--- config.mk ---
export PLATFORM = sky130hd
export DESIGN_NAME = out_arb_6to1
export DESIGN_NICKNAME = d
export VERILOG_FILES = /design/src/rtl/out_arb_6to1.sv
export SDC_FILE = /design/constraint.sdc
export NUM_CORES = 1
export LEC_CHECK = 0
export BUFFER_PORTS_ARGS = -buffer_cell sky130_fd_sc_hd__clkbuf_2
export CORE_MARGIN = 2
export CORE_UTILIZATION = 25
export DETAILED_ROUTE_END_ITERATION = 6
export SLEW_MARGIN = 40
export SYNTH_ARGS = -nofsm -noshare
export SYNTH_HDL_FRONTEND = slang
export SYNTH_SLANG_ARGS = --single-unit
--- constraint.sdc ---
create_clock -name clk -period 3.1 [get_ports clk]
set_input_delay 0.31 -clock clk [delete_from_list [all_inputs] [get_ports clk]]
set_output_delay 0.31 -clock clk [all_outputs]
set_load 0.05 [all_outputs]
--- src/rtl/out_arb_6to1.sv ---
`default_nettype none
//==============================================================================
// Module  : out_arb_6to1
// Brief   : Round-robin wormhole output arbiter for the 6-port router.
//           Optional lock watchdog enabled by defining OUTARB_WATCHDOG_EN.
// Revision: 1.0
//==============================================================================
module out_arb_6to1 #(
  parameter int unsigned WDT_CYCLES = 255
) (
  input  logic       clk,
  input  logic       rst,
  input  logic [5:0] req,
  input  logic [5:0] tail,
  input  logic       ready_dn,
  output logic [5:0] mux_sel,
  output logic       busy,
  output logic       fire,
  output logic       wdt_err
);

  typedef enum logic [0:0] {
    ST_IDLE   = 1'b0,
    ST_LOCKED = 1'b1
  } state_e;

  state_e     state_q, state_d;
  logic [2:0] ptr_q, ptr_d;
  logic [5:0] sel_q, sel_d;

  logic       win_vld;
  logic [2:0] win_idx;
  logic [3:0] cand;
  logic       tail_fire;
  logic       wdt_release;

  assign fire      = |(sel_q & req) & ready_dn;
  assign tail_fire = fire & |(sel_q & tail);

  // First requester at or after ptr, wrapping 5 -> 0.
  always_comb begin
    win_vld = 1'b0;
    win_idx = 3'd0;
    cand    = 4'd0;
    for (int k = 0; k < 6; k++) begin
      cand = {1'b0, ptr_q} + 4'(k);
      if (cand >= 4'd6) begin
        cand = cand - 4'd6;
      end
      if (!win_vld && req[cand[2:0]]) begin
        win_vld = 1'b1;
        win_idx = cand[2:0];
      end
    end
  end

  always_comb begin
    state_d = state_q;
    ptr_d   = ptr_q;
    sel_d   = sel_q;
    case (state_q)
      ST_IDLE: begin
        if (win_vld) begin
          state_d = ST_LOCKED;
          sel_d   = 6'd1 << win_idx;
          ptr_d   = (win_idx == 3'd5) ? 3'd0 : win_idx + 3'd1;
        end
      end
      ST_LOCKED: begin
        if (tail_fire || wdt_release) begin
          state_d = ST_IDLE;
          sel_d   = 6'd0;
        end
      end
    endcase
  end

  always_ff @(posedge clk) begin
    if (rst) begin
      state_q <= ST_IDLE;
      ptr_q   <= 3'd0;
      sel_q   <= 6'd0;
    end else begin
      state_q <= state_d;
      ptr_q   <= ptr_d;
      sel_q   <= sel_d;
    end
  end

  assign mux_sel = sel_q;
  assign busy    = (state_q == ST_LOCKED);

`ifdef OUTARB_WATCHDOG_EN
  logic [15:0] wdt_q, wdt_d;
  logic        wdt_err_q;

  // A fire always wins over expiry, so the count only advances on stalls.
  always_comb begin
    wdt_d       = 16'd0;
    wdt_release = 1'b0;
    if (state_q == ST_LOCKED && !fire) begin
      if (wdt_q == 16'(WDT_CYCLES)) begin
        wdt_release = 1'b1;
      end else begin
        wdt_d = wdt_q + 16'd1;
      end
    end
  end

  always_ff @(posedge clk) begin
    if (rst) begin
      wdt_q     <= 16'd0;
      wdt_err_q <= 1'b0;
    end else begin
      wdt_q     <= wdt_d;
      wdt_err_q <= wdt_release;
    end
  end

  assign wdt_err = wdt_err_q;
`else
  logic [15:0] unused_wdt_cycles;
  assign unused_wdt_cycles = 16'(WDT_CYCLES);
  assign wdt_release       = 1'b0;
  assign wdt_err           = 1'b0;
`endif

endmodule
`default_nettype wire

==> metrics <==
multi-input logic area=1210 um2; WP data arrival=3.15 ns; top cells by area, synth=dfxtp_1 14%, ha_1 7.9%, mux2i_1 4.2%; TritonCTS clock tree=yes; PortBufs=22; top_reg_cell synth=dfxtp_1; Lkg Pwr=0.756 nW; # diodes=0; drt drc=0; first-pass GRT wire length=6380 um; die width=79.6 um; Max clock buf depth=2; mapped cell area=1430 um2; Tcrit/Tclk final=0.964; setup violators final=0; storage element area=204 um2; max layer used=met4; vias per cell=5.21; # nets final=237; Async S/R FF share, synth=0; Yosys reg bits=10; Total Wirelength=between 3000 and 4000 um; Num CTS Buffers=3; min cycle time layout=2.99 ns; vias in the first global route=1368; design area=1860 um2; Synth top area share=0.140; Initial DRT Pass Iterations=4; cell area power density=993 nW/um2; ANT nets after route=0; Starting Density=0.260; overall power=approximately 1.8 mW; Critical Path Source Type=register; Worst Skew=0.00149 ns; final hold vios=0; dpl cell area=between 1500 and 2000 um2; total track usage=0.125; CTS Hold Bufs=0; Sink Count=10; Max Cap Viol=0; Final Core Density=0.338; Clock Latency Late Sink=0.23 ns; fmax=335 MHz; Worst Hold Class=input port to register; Inst Count DP=276; filler cell count=572; metal2 WL=1800 um; Avg Synthesized Cell Area=8.27 um2; violation count after the first detailed-route iteration=96; HPWL after DPL=3130 um; CP Capture Type=register; met3 routed WL=223 um; largest net degree at the start of global routing=14; Critical Path RT=3.27 ns; vias=1475; setup_tns=0 ns; total congestion overflow=0; Yosys cell types=65; post-synthesis sequential area ratio=0.140; post-synth top area cell=dfxtp_1; Post-Syn Instances=173; Die Y=79.6 um; clk root buf=clkbuf_8; RePlAce Congestion=roughly 0.86; Synthesized Nets=between 150 and 200; Post-synth EDFFs=0; initial antenna violation count=0; Area Overhead vs Synth=30.3%; Post-Route M1 WL=1800 um; VDD IR-drop max=0.000477 V; CORE AREA=5510 um2; Critical Path Fanout Max=8; share of layout cells above drive strength 1=0.389; outcome=complete, no violations; Finished Layout Cells=283; WS Path Type=register to register; H-tree levels=1; Die ar.=6340 um2; WL/cell=between 10 and 15 um; Syn. warnings=0; Core Rows=27; number of I/O pins=24; clk slew on worst S/H paths=0.04 ns; max-slew violation count=0
[metal layers]
layer  global-route usage  vias to the layer above
li1                     -                      742
met1                0.175                      688
met2                0.207                       43
met3               0.0102                        2
met4               0.0293                        0
met5                    0                        -
[Yosys cell counts, drive strengths merged, types with 5 or more instances]
cell / count
dfxtp: 10
buf: 9
nor3: 7
ha: 9
mux2: 6
nand3: 6
inv: 10
nand2: 6
nor2: 13
a22oi: 6
o21ai: 5
a21oi: 8
mux2i: 6
[area by class of cell]
cell class | count | area share
multi-input combinational | 144 | 0.648
timing repair buffer | 44 | 0.152
sequential | 10 | 0.109
tap | 72 | 0.0484
clock buffer | 3 | 0.0222
inverter | 10 | 0.0201
[state kept, by name, summed over array words and instances (netlist names)]
name / flops
busy: 1
mux_sel: 6
ptr_q: 3
[per-stage QoR]
| stage | setup WS (ns) | hold slack (ns) |
|---|---|---|
| detailed placement | 0.0275 | 0.506 |
| finish | 0.113 | 0.368 |
| global placement | 0.0420 | 0.505 |
| global route | -0.0252 | 0.392 |
| CTS | 0.0134 | 0.369 |
| floorplan | 0.0295 | 0.627 |
[worst max-delay path, cell delays in order (launching register included)]
cell and delay [ns]:
dfxtp_2 0.33, buf_6 0.14, ha_4 0.17, buf_6 0.13, o31a_1 0.28, or4_1 0.50, nand4_1 0.19, buf_4 0.14
and4bb_2 0.27, nor2_4 0.12, or4b_4 0.48, o2bb2ai_1 0.15
[placed cells by master, fill, tap and decap left out, drive strengths merged, types with 5 or more instances in the layout]
cell	instances
a21oi	8
a22oi	6
buf	22
clkbuf	25
dfxtp	10
ha	9
inv	10
mux2	6
mux2i	6
nand2	6
nand3	6
nor2	13
nor3	7
o21ai	5
[where the power goes]
part	internal (mW)	switching [mW]
combinational	0.680	0.824
sequential	0.167	0.0463
clock	0.0847	0.0473
[worst paths after layout]
kind	startpoint	slack, ns	cells past startpoint	to
setup / recovery	ptr_q[1]$_SDFFE_PP0P_	0.11	11	mux_sel[5]$_SDFFE_PP0P_
hold / removal	rst	0.37	2	ptr_q[2]$_SDFFE_PP0P_
hold reg to reg	mux_sel[5]$_SDFFE_PP0P_	0.52	1	mux_sel[5]$_SDFFE_PP0P_
setup reg to reg	ptr_q[1]$_SDFFE_PP0P_	0.11	11	mux_sel[5]$_SDFFE_PP0P_
[logic make-up after synthesis]
kind of cell	synth area share
AND/OR/NAND/NOR	0.236
AO/OA/AOI/OAI	0.305
buffers and inverters	0.0779
multiplexers	0.110
flip-flops	0.140
adder cells (fa/ha/maj)	0.0787
XOR/XNOR	0.0490
other	0.00262
[timing repair]
action	CTS	global route
endpoints found under the setup margin	0	6
gates resized for setup	0	24
setup buffers	0	4
No activity file was read; power rests on OpenSTA's default activity.
